`src/rtl/crossing_sequencer_pkg.sv`:
```
// Shared state encodings, default timing and helpers for the level-crossing sequencer.
package crossing_pkg;

  typedef enum logic [2:0] {OPEN, WARN, LOWER, CLOSED, RAISE, FAULT} master_state_t;
  typedef enum logic [1:0] {T_IDLE, T_IN_WE, T_IN_EW, T_EXIT} track_state_t;

  localparam int unsigned DEF_WARN_CYCLES  = 16;
  localparam int unsigned DEF_MOVE_TIMEOUT = 32;
  localparam int unsigned DEF_CLEAR_HOLD   = 8;
  localparam int unsigned DEF_FLASH_HALF   = 4;
  localparam int unsigned DEF_OCC_TIMEOUT  = 1024;

  function automatic int unsigned max3(input int unsigned a, input int unsigned b,
                                       input int unsigned c);
    int unsigned m;
    m = (a > b) ? a : b;
    return (m > c) ? m : c;
  endfunction

endpackage

```
`src/rtl/crossing_sequencer_if.sv`:
```
// Trackside sensors, limit switches and gate/lamp commands for one crossing.
interface crossing_sequencer_if;
  logic enable;
  logic rail_A, rail_B, rail_C, rail_D;
  logic gate_down_ack, gate_up_ack;
  logic gate, gate_dn, gate_up, red_light, bell, fault;

  modport master (
    input  enable, rail_A, rail_B, rail_C, rail_D, gate_down_ack, gate_up_ack,
    output gate, gate_dn, gate_up, red_light, bell, fault
  );

  modport slave (
    output enable, rail_A, rail_B, rail_C, rail_D, gate_down_ack, gate_up_ack,
    input  gate, gate_dn, gate_up, red_light, bell, fault
  );
endinterface

```
`src/rtl/crossing_sequencer_track_tracker.sv`:
```
// One track: sensor synchronisers, edge detect, direction tracking and occupancy timeout.
module track_tracker
  import crossing_pkg::*;
#(
  parameter int unsigned OCC_TIMEOUT = DEF_OCC_TIMEOUT
) (
  input  logic clk,
  input  logic reset,
  input  logic west,
  input  logic east,
  output logic occupied,
  output logic track_fault
);

  localparam int unsigned OCC_W = $clog2(OCC_TIMEOUT + 1);

  logic [1:0] west_sync, east_sync;
  logic west_prev, east_prev;
  logic west_rise, west_fall, east_rise, east_fall;
  logic exit_east, exit_east_next;
  track_state_t state, state_next;
  logic [OCC_W-1:0] occ_cnt;

  // Synchronise both sensors and register their edge pulses.
  always_ff @(posedge clk or negedge reset) begin
    if (!reset) begin
      west_sync <= '0;
      east_sync <= '0;
      west_prev <= 1'b0;
      east_prev <= 1'b0;
      west_rise <= 1'b0;
      west_fall <= 1'b0;
      east_rise <= 1'b0;
      east_fall <= 1'b0;
    end else begin
      west_sync <= {west_sync[0], west};
      east_sync <= {east_sync[0], east};
      west_prev <= west_sync[1];
      east_prev <= east_sync[1];
      west_rise <= west_sync[1] & ~west_prev;
      west_fall <= ~west_sync[1] & west_prev;
      east_rise <= east_sync[1] & ~east_prev;
      east_fall <= ~east_sync[1] & east_prev;
    end
  end

  // Tracker state and remembered exit side.
  always_ff @(posedge clk or negedge reset) begin
    if (!reset) begin
      state     <= T_IDLE;
      exit_east <= 1'b0;
    end else begin
      state     <= state_next;
      exit_east <= exit_east_next;
    end
  end

  // Next tracker state from sensor edges; the entry-side sensor is ignored once inside.
  always_comb begin
    state_next     = state;
    exit_east_next = exit_east;
    case (state)
      T_IDLE: begin
        if (west_rise) state_next = T_IN_WE;
        else if (east_rise) state_next = T_IN_EW;
      end
      T_IN_WE: begin
        if (east_rise) begin
          state_next     = T_EXIT;
          exit_east_next = 1'b1;
        end
      end
      T_IN_EW: begin
        if (west_rise) begin
          state_next     = T_EXIT;
          exit_east_next = 1'b0;
        end
      end
      T_EXIT: begin
        if (exit_east ? east_fall : west_fall) state_next = T_IDLE;
      end
      default: state_next = T_IDLE;
    endcase
  end

  // Occupancy age: zero while idle, saturates at the timeout.
  always_ff @(posedge clk or negedge reset) begin
    if (!reset) occ_cnt <= '0;
    else if (state == T_IDLE) occ_cnt <= '0;
    else if (occ_cnt != OCC_W'(OCC_TIMEOUT)) occ_cnt <= occ_cnt + 1'b1;
  end

  assign occupied    = (state != T_IDLE);
  assign track_fault = (occ_cnt == OCC_W'(OCC_TIMEOUT));

endmodule

```
`src/rtl/crossing_sequencer.sv`:
```
// Level-crossing sequencer: two track trackers feeding the gate master FSM.
module crossing_sequencer
  import crossing_pkg::*;
#(
  parameter int unsigned WARN_CYCLES  = DEF_WARN_CYCLES,
  parameter int unsigned MOVE_TIMEOUT = DEF_MOVE_TIMEOUT,
  parameter int unsigned CLEAR_HOLD   = DEF_CLEAR_HOLD,
  parameter int unsigned FLASH_HALF   = DEF_FLASH_HALF,
  parameter int unsigned OCC_TIMEOUT  = DEF_OCC_TIMEOUT
) (
  input logic clk,
  input logic reset,
  crossing_sequencer_if.master bus
);

  localparam int unsigned TIMER_W = $clog2(max3(WARN_CYCLES, MOVE_TIMEOUT, CLEAR_HOLD) + 1);
  localparam int unsigned FLASH_W = $clog2(FLASH_HALF + 1);

  master_state_t state, state_next;
  logic [TIMER_W-1:0] timer, timer_next;
  logic [FLASH_W-1:0] flash_cnt;
  logic flash_on;
  logic occ0, occ1, tf0, tf1;
  logic any_occ, any_fault, both_acks, expiring;

  track_tracker #(.OCC_TIMEOUT(OCC_TIMEOUT)) u_track0 (
    .clk(clk), .reset(reset), .west(bus.rail_A), .east(bus.rail_B),
    .occupied(occ0), .track_fault(tf0)
  );

  track_tracker #(.OCC_TIMEOUT(OCC_TIMEOUT)) u_track1 (
    .clk(clk), .reset(reset), .west(bus.rail_C), .east(bus.rail_D),
    .occupied(occ1), .track_fault(tf1)
  );

  assign any_occ   = occ0 | occ1;
  assign any_fault = tf0 | tf1;
  assign both_acks = bus.gate_down_ack & bus.gate_up_ack;
  // Timer holds clocks remaining; the transition is taken on the clock it would reach zero.
  assign expiring  = (timer <= TIMER_W'(1));

  // Master state and phase timer.
  always_ff @(posedge clk or negedge reset) begin
    if (!reset) begin
      state <= OPEN;
      timer <= '0;
    end else begin
      state <= state_next;
      timer <= timer_next;
    end
  end

  // Warning-lamp phase: restarts "on" whenever the crossing is open.
  always_ff @(posedge clk or negedge reset) begin
    if (!reset) begin
      flash_cnt <= '0;
      flash_on  <= 1'b1;
    end else if (state == OPEN) begin
      flash_cnt <= '0;
      flash_on  <= 1'b1;
    end else if (flash_cnt == FLASH_W'(FLASH_HALF - 1)) begin
      flash_cnt <= '0;
      flash_on  <= ~flash_on;
    end else begin
      flash_cnt <= flash_cnt + 1'b1;
    end
  end

  // Next master state; faults override everything, occupancy beats up-ack while raising.
  always_comb begin
    state_next = state;
    timer_next = timer;
    if (any_fault || (both_acks && state != OPEN)) begin
      state_next = FAULT;
      timer_next = '0;
    end else begin
      case (state)
        OPEN: begin
          if (bus.enable && any_occ) begin
            state_next = WARN;
            timer_next = TIMER_W'(WARN_CYCLES);
          end
        end
        WARN: begin
          if (expiring) begin
            state_next = LOWER;
            timer_next = TIMER_W'(MOVE_TIMEOUT);
          end else timer_next = timer - 1'b1;
        end
        LOWER: begin
          if (bus.gate_down_ack) begin
            state_next = CLOSED;
            timer_next = TIMER_W'(CLEAR_HOLD);
          end else if (expiring) begin
            state_next = FAULT;
            timer_next = '0;
          end else timer_next = timer - 1'b1;
        end
        CLOSED: begin
          if (any_occ) timer_next = TIMER_W'(CLEAR_HOLD);
          else if (expiring) begin
            state_next = RAISE;
            timer_next = TIMER_W'(MOVE_TIMEOUT);
          end else timer_next = timer - 1'b1;
        end
        RAISE: begin
          if (any_occ) begin
            state_next = LOWER;
            timer_next = TIMER_W'(MOVE_TIMEOUT);
          end else if (bus.gate_up_ack) begin
            state_next = OPEN;
            timer_next = '0;
          end else if (expiring) begin
            state_next = FAULT;
            timer_next = '0;
          end else timer_next = timer - 1'b1;
        end
        FAULT: ;
        default: state_next = FAULT;
      endcase
    end
  end

  // Gate, lamp and bell outputs decoded from the master state.
  always_comb begin
    bus.gate      = 1'b0;
    bus.gate_dn   = 1'b0;
    bus.gate_up   = 1'b0;
    bus.red_light = 1'b0;
    bus.bell      = 1'b0;
    bus.fault     = 1'b0;
    case (state)
      WARN: begin
        bus.red_light = flash_on;
        bus.bell      = 1'b1;
      end
      LOWER: begin
        bus.gate      = 1'b1;
        bus.gate_dn   = 1'b1;
        bus.red_light = flash_on;
        bus.bell      = 1'b1;
      end
      CLOSED: begin
        bus.gate      = 1'b1;
        bus.red_light = flash_on;
      end
      RAISE: begin
        bus.gate      = 1'b1;
        bus.gate_up   = 1'b1;
        bus.red_light = flash_on;
      end
      FAULT: begin
        bus.gate      = 1'b1;
        bus.gate_dn   = 1'b1;
        bus.red_light = 1'b1;
        bus.bell      = 1'b1;
        bus.fault     = 1'b1;
      end
      default: ;
    endcase
  end

endmodule

```
`src/flat_wrapper.sv`:
```
// flat-port wrapper written by rule: the top's interface ports become plain ports
module crossing_sequencer_flat import crossing_pkg::*;
#(
  parameter int unsigned WARN_CYCLES  = DEF_WARN_CYCLES,
  parameter int unsigned MOVE_TIMEOUT = DEF_MOVE_TIMEOUT,
  parameter int unsigned CLEAR_HOLD   = DEF_CLEAR_HOLD,
  parameter int unsigned FLASH_HALF   = DEF_FLASH_HALF,
  parameter int unsigned OCC_TIMEOUT  = DEF_OCC_TIMEOUT
)
  (clk, reset, bus_enable, bus_rail_A, bus_rail_B, bus_rail_C, bus_rail_D, bus_gate_down_ack, bus_gate_up_ack, bus_gate, bus_gate_dn, bus_gate_up, bus_red_light, bus_bell, bus_fault);
  crossing_sequencer_if bus_i ();
  input logic clk;
  input logic reset;
  input wire logic [$bits(bus_i.enable)-1:0] bus_enable;
  input wire logic [$bits(bus_i.rail_A)-1:0] bus_rail_A;
  input wire logic [$bits(bus_i.rail_B)-1:0] bus_rail_B;
  input wire logic [$bits(bus_i.rail_C)-1:0] bus_rail_C;
  input wire logic [$bits(bus_i.rail_D)-1:0] bus_rail_D;
  input wire logic [$bits(bus_i.gate_down_ack)-1:0] bus_gate_down_ack;
  input wire logic [$bits(bus_i.gate_up_ack)-1:0] bus_gate_up_ack;
  output wire logic [$bits(bus_i.gate)-1:0] bus_gate;
  output wire logic [$bits(bus_i.gate_dn)-1:0] bus_gate_dn;
  output wire logic [$bits(bus_i.gate_up)-1:0] bus_gate_up;
  output wire logic [$bits(bus_i.red_light)-1:0] bus_red_light;
  output wire logic [$bits(bus_i.bell)-1:0] bus_bell;
  output wire logic [$bits(bus_i.fault)-1:0] bus_fault;
  assign bus_i.enable = bus_enable;
  assign bus_i.rail_A = bus_rail_A;
  assign bus_i.rail_B = bus_rail_B;
  assign bus_i.rail_C = bus_rail_C;
  assign bus_i.rail_D = bus_rail_D;
  assign bus_i.gate_down_ack = bus_gate_down_ack;
  assign bus_i.gate_up_ack = bus_gate_up_ack;
  assign bus_gate = bus_i.gate;
  assign bus_gate_dn = bus_i.gate_dn;
  assign bus_gate_up = bus_i.gate_up;
  assign bus_red_light = bus_i.red_light;
  assign bus_bell = bus_i.bell;
  assign bus_fault = bus_i.fault;
  crossing_sequencer #(.WARN_CYCLES(WARN_CYCLES), .MOVE_TIMEOUT(MOVE_TIMEOUT), .CLEAR_HOLD(CLEAR_HOLD), .FLASH_HALF(FLASH_HALF), .OCC_TIMEOUT(OCC_TIMEOUT)) u_core (.clk(clk), .reset(reset), .bus(bus_i));
endmodule
```
`config.mk`:
```
export PLATFORM = sky130hd
export DESIGN_NAME = crossing_sequencer_flat
export DESIGN_NICKNAME = d
export VERILOG_FILES = /design/src/rtl/crossing_sequencer_pkg.sv /design/src/rtl/crossing_sequencer_if.sv /design/src/rtl/crossing_sequencer_track_tracker.sv /design/src/rtl/crossing_sequencer.sv /design/src/flat_wrapper.sv
export SDC_FILE = /design/constraint.sdc
export NUM_CORES = 1
export LEC_CHECK = 0
export BUFFER_PORTS_ARGS = -buffer_cell sky130_fd_sc_hd__buf_2
export CORE_UTILIZATION = 50
export DETAILED_ROUTE_END_ITERATION = 10
export GPL_ROUTABILITY_DRIVEN = 1
export PLACE_DENSITY = 0.75
export SKIP_CTS_REPAIR_TIMING = 1
export SYNTH_ARGS = -nofsm -noshare
export SYNTH_HDL_FRONTEND = slang
export SYNTH_SLANG_ARGS = --single-unit
```
`constraint.sdc`:
```
create_clock -name clk -period 2.8 [get_ports clk]
set_input_delay 0.56 -clock clk [delete_from_list [all_inputs] [get_ports clk]]
set_output_delay 0.56 -clock clk [all_outputs]
set_load 0.02 [all_outputs]
```
==> impl_metrics.csv <==
group,metric,value,unit
routing,drc,0,
sta,skew,0.00574,ns
sta,holdWs,0.212,ns
power,pwr_density_cell,699,nW/um2
synth,synth_largest_area_cell,"dfrtp_1",
cells_and_area,mostFrequentLayoutCell,"dfrtp_1",
floorplan,die_h,79.9,um
cells_and_area,fin_cells,414,
cells_and_area,drive_above_1_share,0.118,
floorplan,fp.dieArea,6390,um2
power,finalPower,2.37,mW
global_route,antenna_found_initial,0,
critical_path,crit_fanout,15,
synth,avgSynthCellArea,9.70,um2
sta,fin_crit,2.12,ns
synth,netlist_instances,313,
clock_network,clock_path_buffers,2,
global_route,top_usage_layer,"met2",
synth,yosysWarnings,0,
critical_path,critical_path.top_delay_family,"flip-flops",
synth,ys_ff_latch,61,
worst_hold_path,hold_class,"input port to async pin",
global_route,grt_use_met3,0.0377,
clock_network,root_buffer,"clkbuf_8",
routing,dr_total_vias,2227,
routing,first_pass_iters,4,
sta,worstMarginPinSlew,0.457,ns
floorplan,die_x,79.9,um
synth,synth_edf_count,0,
critical_path,cp.arrival,1.56,ns
cells_and_area,stdcell_area,3390,um2
status,outcome,"finished clean",
placement,io_buffers,14,
power,p_sw_frac,0.344,
synth,synth.top_cell.area_share,0.495,
power,combPwrFrac,0.238,
global_route,grt_usage,0.189,
routing,drt-total-wl,5090,um
floorplan,core-area,5890,um2
synth,synth_area,3040,um2
global_route,gr-usage-met2,0.309,
synth,netlist-cell-type-count,48,
sta,fmax,0.473,GHz
power,power_frac_clock,0.300,
critical_path,crit_path_max_incr_delay,0.58,ns
synth,async_flop_share,1.00,
synth,synth_area_leaders,"dfrtp_1, ha_1, nor2_1",
power,power.switching,0.814,mW
job,maxCapViolations,0,
sta,period_share,0.756,
power,leakage,1.57,nW
clock_network,clock_latency,0.34,ns
clock_network,clkTransAtPathRegs,0.07,ns
cells_and_area,layout_common_cells,"dfrtp_1, nor2_1, nand2_1",
clock_network,htreeDepth,3,
power,seqPwrFrac,0.462,
critical_path,critPathLaunchType,"flop",
synth,ys.flop_type,"dfrtp_1",
global_route,grt_pass1_wl,9240,um
floorplan,rows,28,
global_route,grt_start_max_net_pins,62,
floorplan,start_util,0.516,
sta,slew_headroom,0.696,
critical_path,endpoint_kind,"primary output",
routing,drtIter0Drc,90,
cells_and_area,nets,358,
power,p_int,1.55,mW
global_route,gr-total-overflow,0,
routing,wl_per_cell,12.3,um
sta,rsz0062_at_grt,"false",
placement,gp_congestion,0.830,
placement,dpl.cell_count,398,
cells_and_area,areaGrowthSynthToFinish,11.6,%
routing,via_per_inst,5.38,
synth,synth.yosys.seq_area_share,0.503,
critical_path,crit_type,"flop to primary output",
critical_path,path_cells,"clkinv_1, a22oi_1, buf_2",
sta,fin_tns_setup,0,ns
sta,finalHoldViolations,0,
critical_path,critPathSlowestCell,"dfrtp_1",
placement,dp.final_hpwl,3540,um
sta,drv_slew,0,
power,max-vdd-ir-drop,0.451,mV
global_route,use_met1,0.238,
clock_network,cts_inserted_buffers,9,
clock_network,cts_tree,"done",
floorplan,io_pins,15,
placement,placed_cell_area,3200,um2
critical_path,crit_buf_inv,2,
routing,ant_nets,0,
synth,syn_nets,337,
critical_path,cp.required,2.24,ns
cells_and_area,n_antenna_cell,0,
sta,finalSetupViolCount,0,
clock_network,clkSinkCount,61,
global_route,first_global_vias,2150,
synth_stat cells (2+ instances only):
master	instances
a21o_1	2
a21oi_1	22
a2bb2oi_1	2
a31oi_1	2
and2_1	2
and3_1	3
buf_2	3
clkbuf_1	4
dfrtp_1	60
ha_1	15
inv_1	16
mux2i_1	3
nand2_1	33
nand2b_1	6
nand3_1	13
nand3b_1	2
nor2_1	42
nor2b_1	9
nor3_1	5
nor3b_1	2
nor4_1	2
nor4b_1	3
o211ai_1	3
o21ai_0	11
o21ai_1	2
o21bai_1	3
o22ai_1	3
or3_1	3
xnor2_1	6
xor2_1	13
metrics by stage:
stage / utilization / setup slack [ns]
final: 0.575 / 0.684
after global routing: 0.575 / 0.575
after CTS: 0.575 / 0.703
after detailed placement: 0.544 / 0.773
after global placement: 0.544 / 0.832
after floorplan: - / 0.985
area by class of cell:
cell class	count	area, um2
fillers	527	2500
multi-input cells	228	1410
repair buffers	17	105
clock inverters	7	58.8
inverters	17	63.8
clock buffers	9	124
well taps	75	93.8
flip-flops and latches	61	1530
cell families after synthesis:
| family | Yosys count | synth area share |
|---|---|---|
| AND/OR/NAND/NOR | 132 | 0.216 |
| flip-flops | 61 | 0.503 |
| AO/OA/AOI/OAI | 58 | 0.118 |
| buffers and inverters | 24 | 0.0309 |
| XOR/XNOR | 19 | 0.0548 |
| adder cells (fa/ha/maj) | 15 | 0.0618 |
| multiplexers | 4 | 0.0148 |
metal layers:
| metal | share of wire | wire [um] | vias to the layer above |
|---|---|---|---|
| li1 | - | - | 1107 |
| met1 | 0.48 | 2460 | 1084 |
| met2 | 0.47 | 2410 | 28 |
| met3 | 0.025 | 126 | 8 |
| met4 | 0.020 | 104 | 0 |
| met5 | 0 | 0 | - |
power by group through the flow:
| stage | Combinational [mW] | Clock (mW) | Sequential (mW) |
|---|---|---|---|
| detailed placement | 0.567 | 0 | 1.11 |
| global route | 0.653 | 0.768 | 1.11 |
| global placement | 0.538 | 0 | 1.11 |
| CTS | 0.574 | 0.737 | 1.09 |
| finish | 0.563 | 0.710 | 1.10 |
| floorplan | 0.432 | 0 | 1.09 |
sequential cells by signal (all words and copies together) (netlist names), 3 cells and up:
signal                   cells
u_core.u_track0.occ_cnt     11
u_core.u_track1.occ_cnt     11
u_core.flash_cnt             3
u_core.timer                 6
u_core.state                 3
worst paths after layout:
path | startpoint | endpoint | slack [ns] | cells after the start
min | reset | u_core.u_track0.west_sync[1]$_DFF_PN0_ | 0.21 | 2
min reg2reg | u_core.u_track0.east_sync[0]$_DFF_PN0_ | u_core.u_track0.east_sync[1]$_DFF_PN0_ | 0.36 | 0
max reg2reg | u_core.state[1]$_DFFE_PN0P_ | u_core.timer[5]$_DFFE_PN0P_ | 0.76 | 4
max in group asynchronous | reset | u_core.flash_on$_DFFE_PN1P_ | 2.29 | 2
min in group clk | bus_rail_A | u_core.u_track0.west_sync[0]$_DFF_PN0_ | 0.32 | 1
max | u_core.state[0]$_DFFE_PN0P_ | bus_red_light | 0.68 | 3
(Power assumes the default switching activity.)
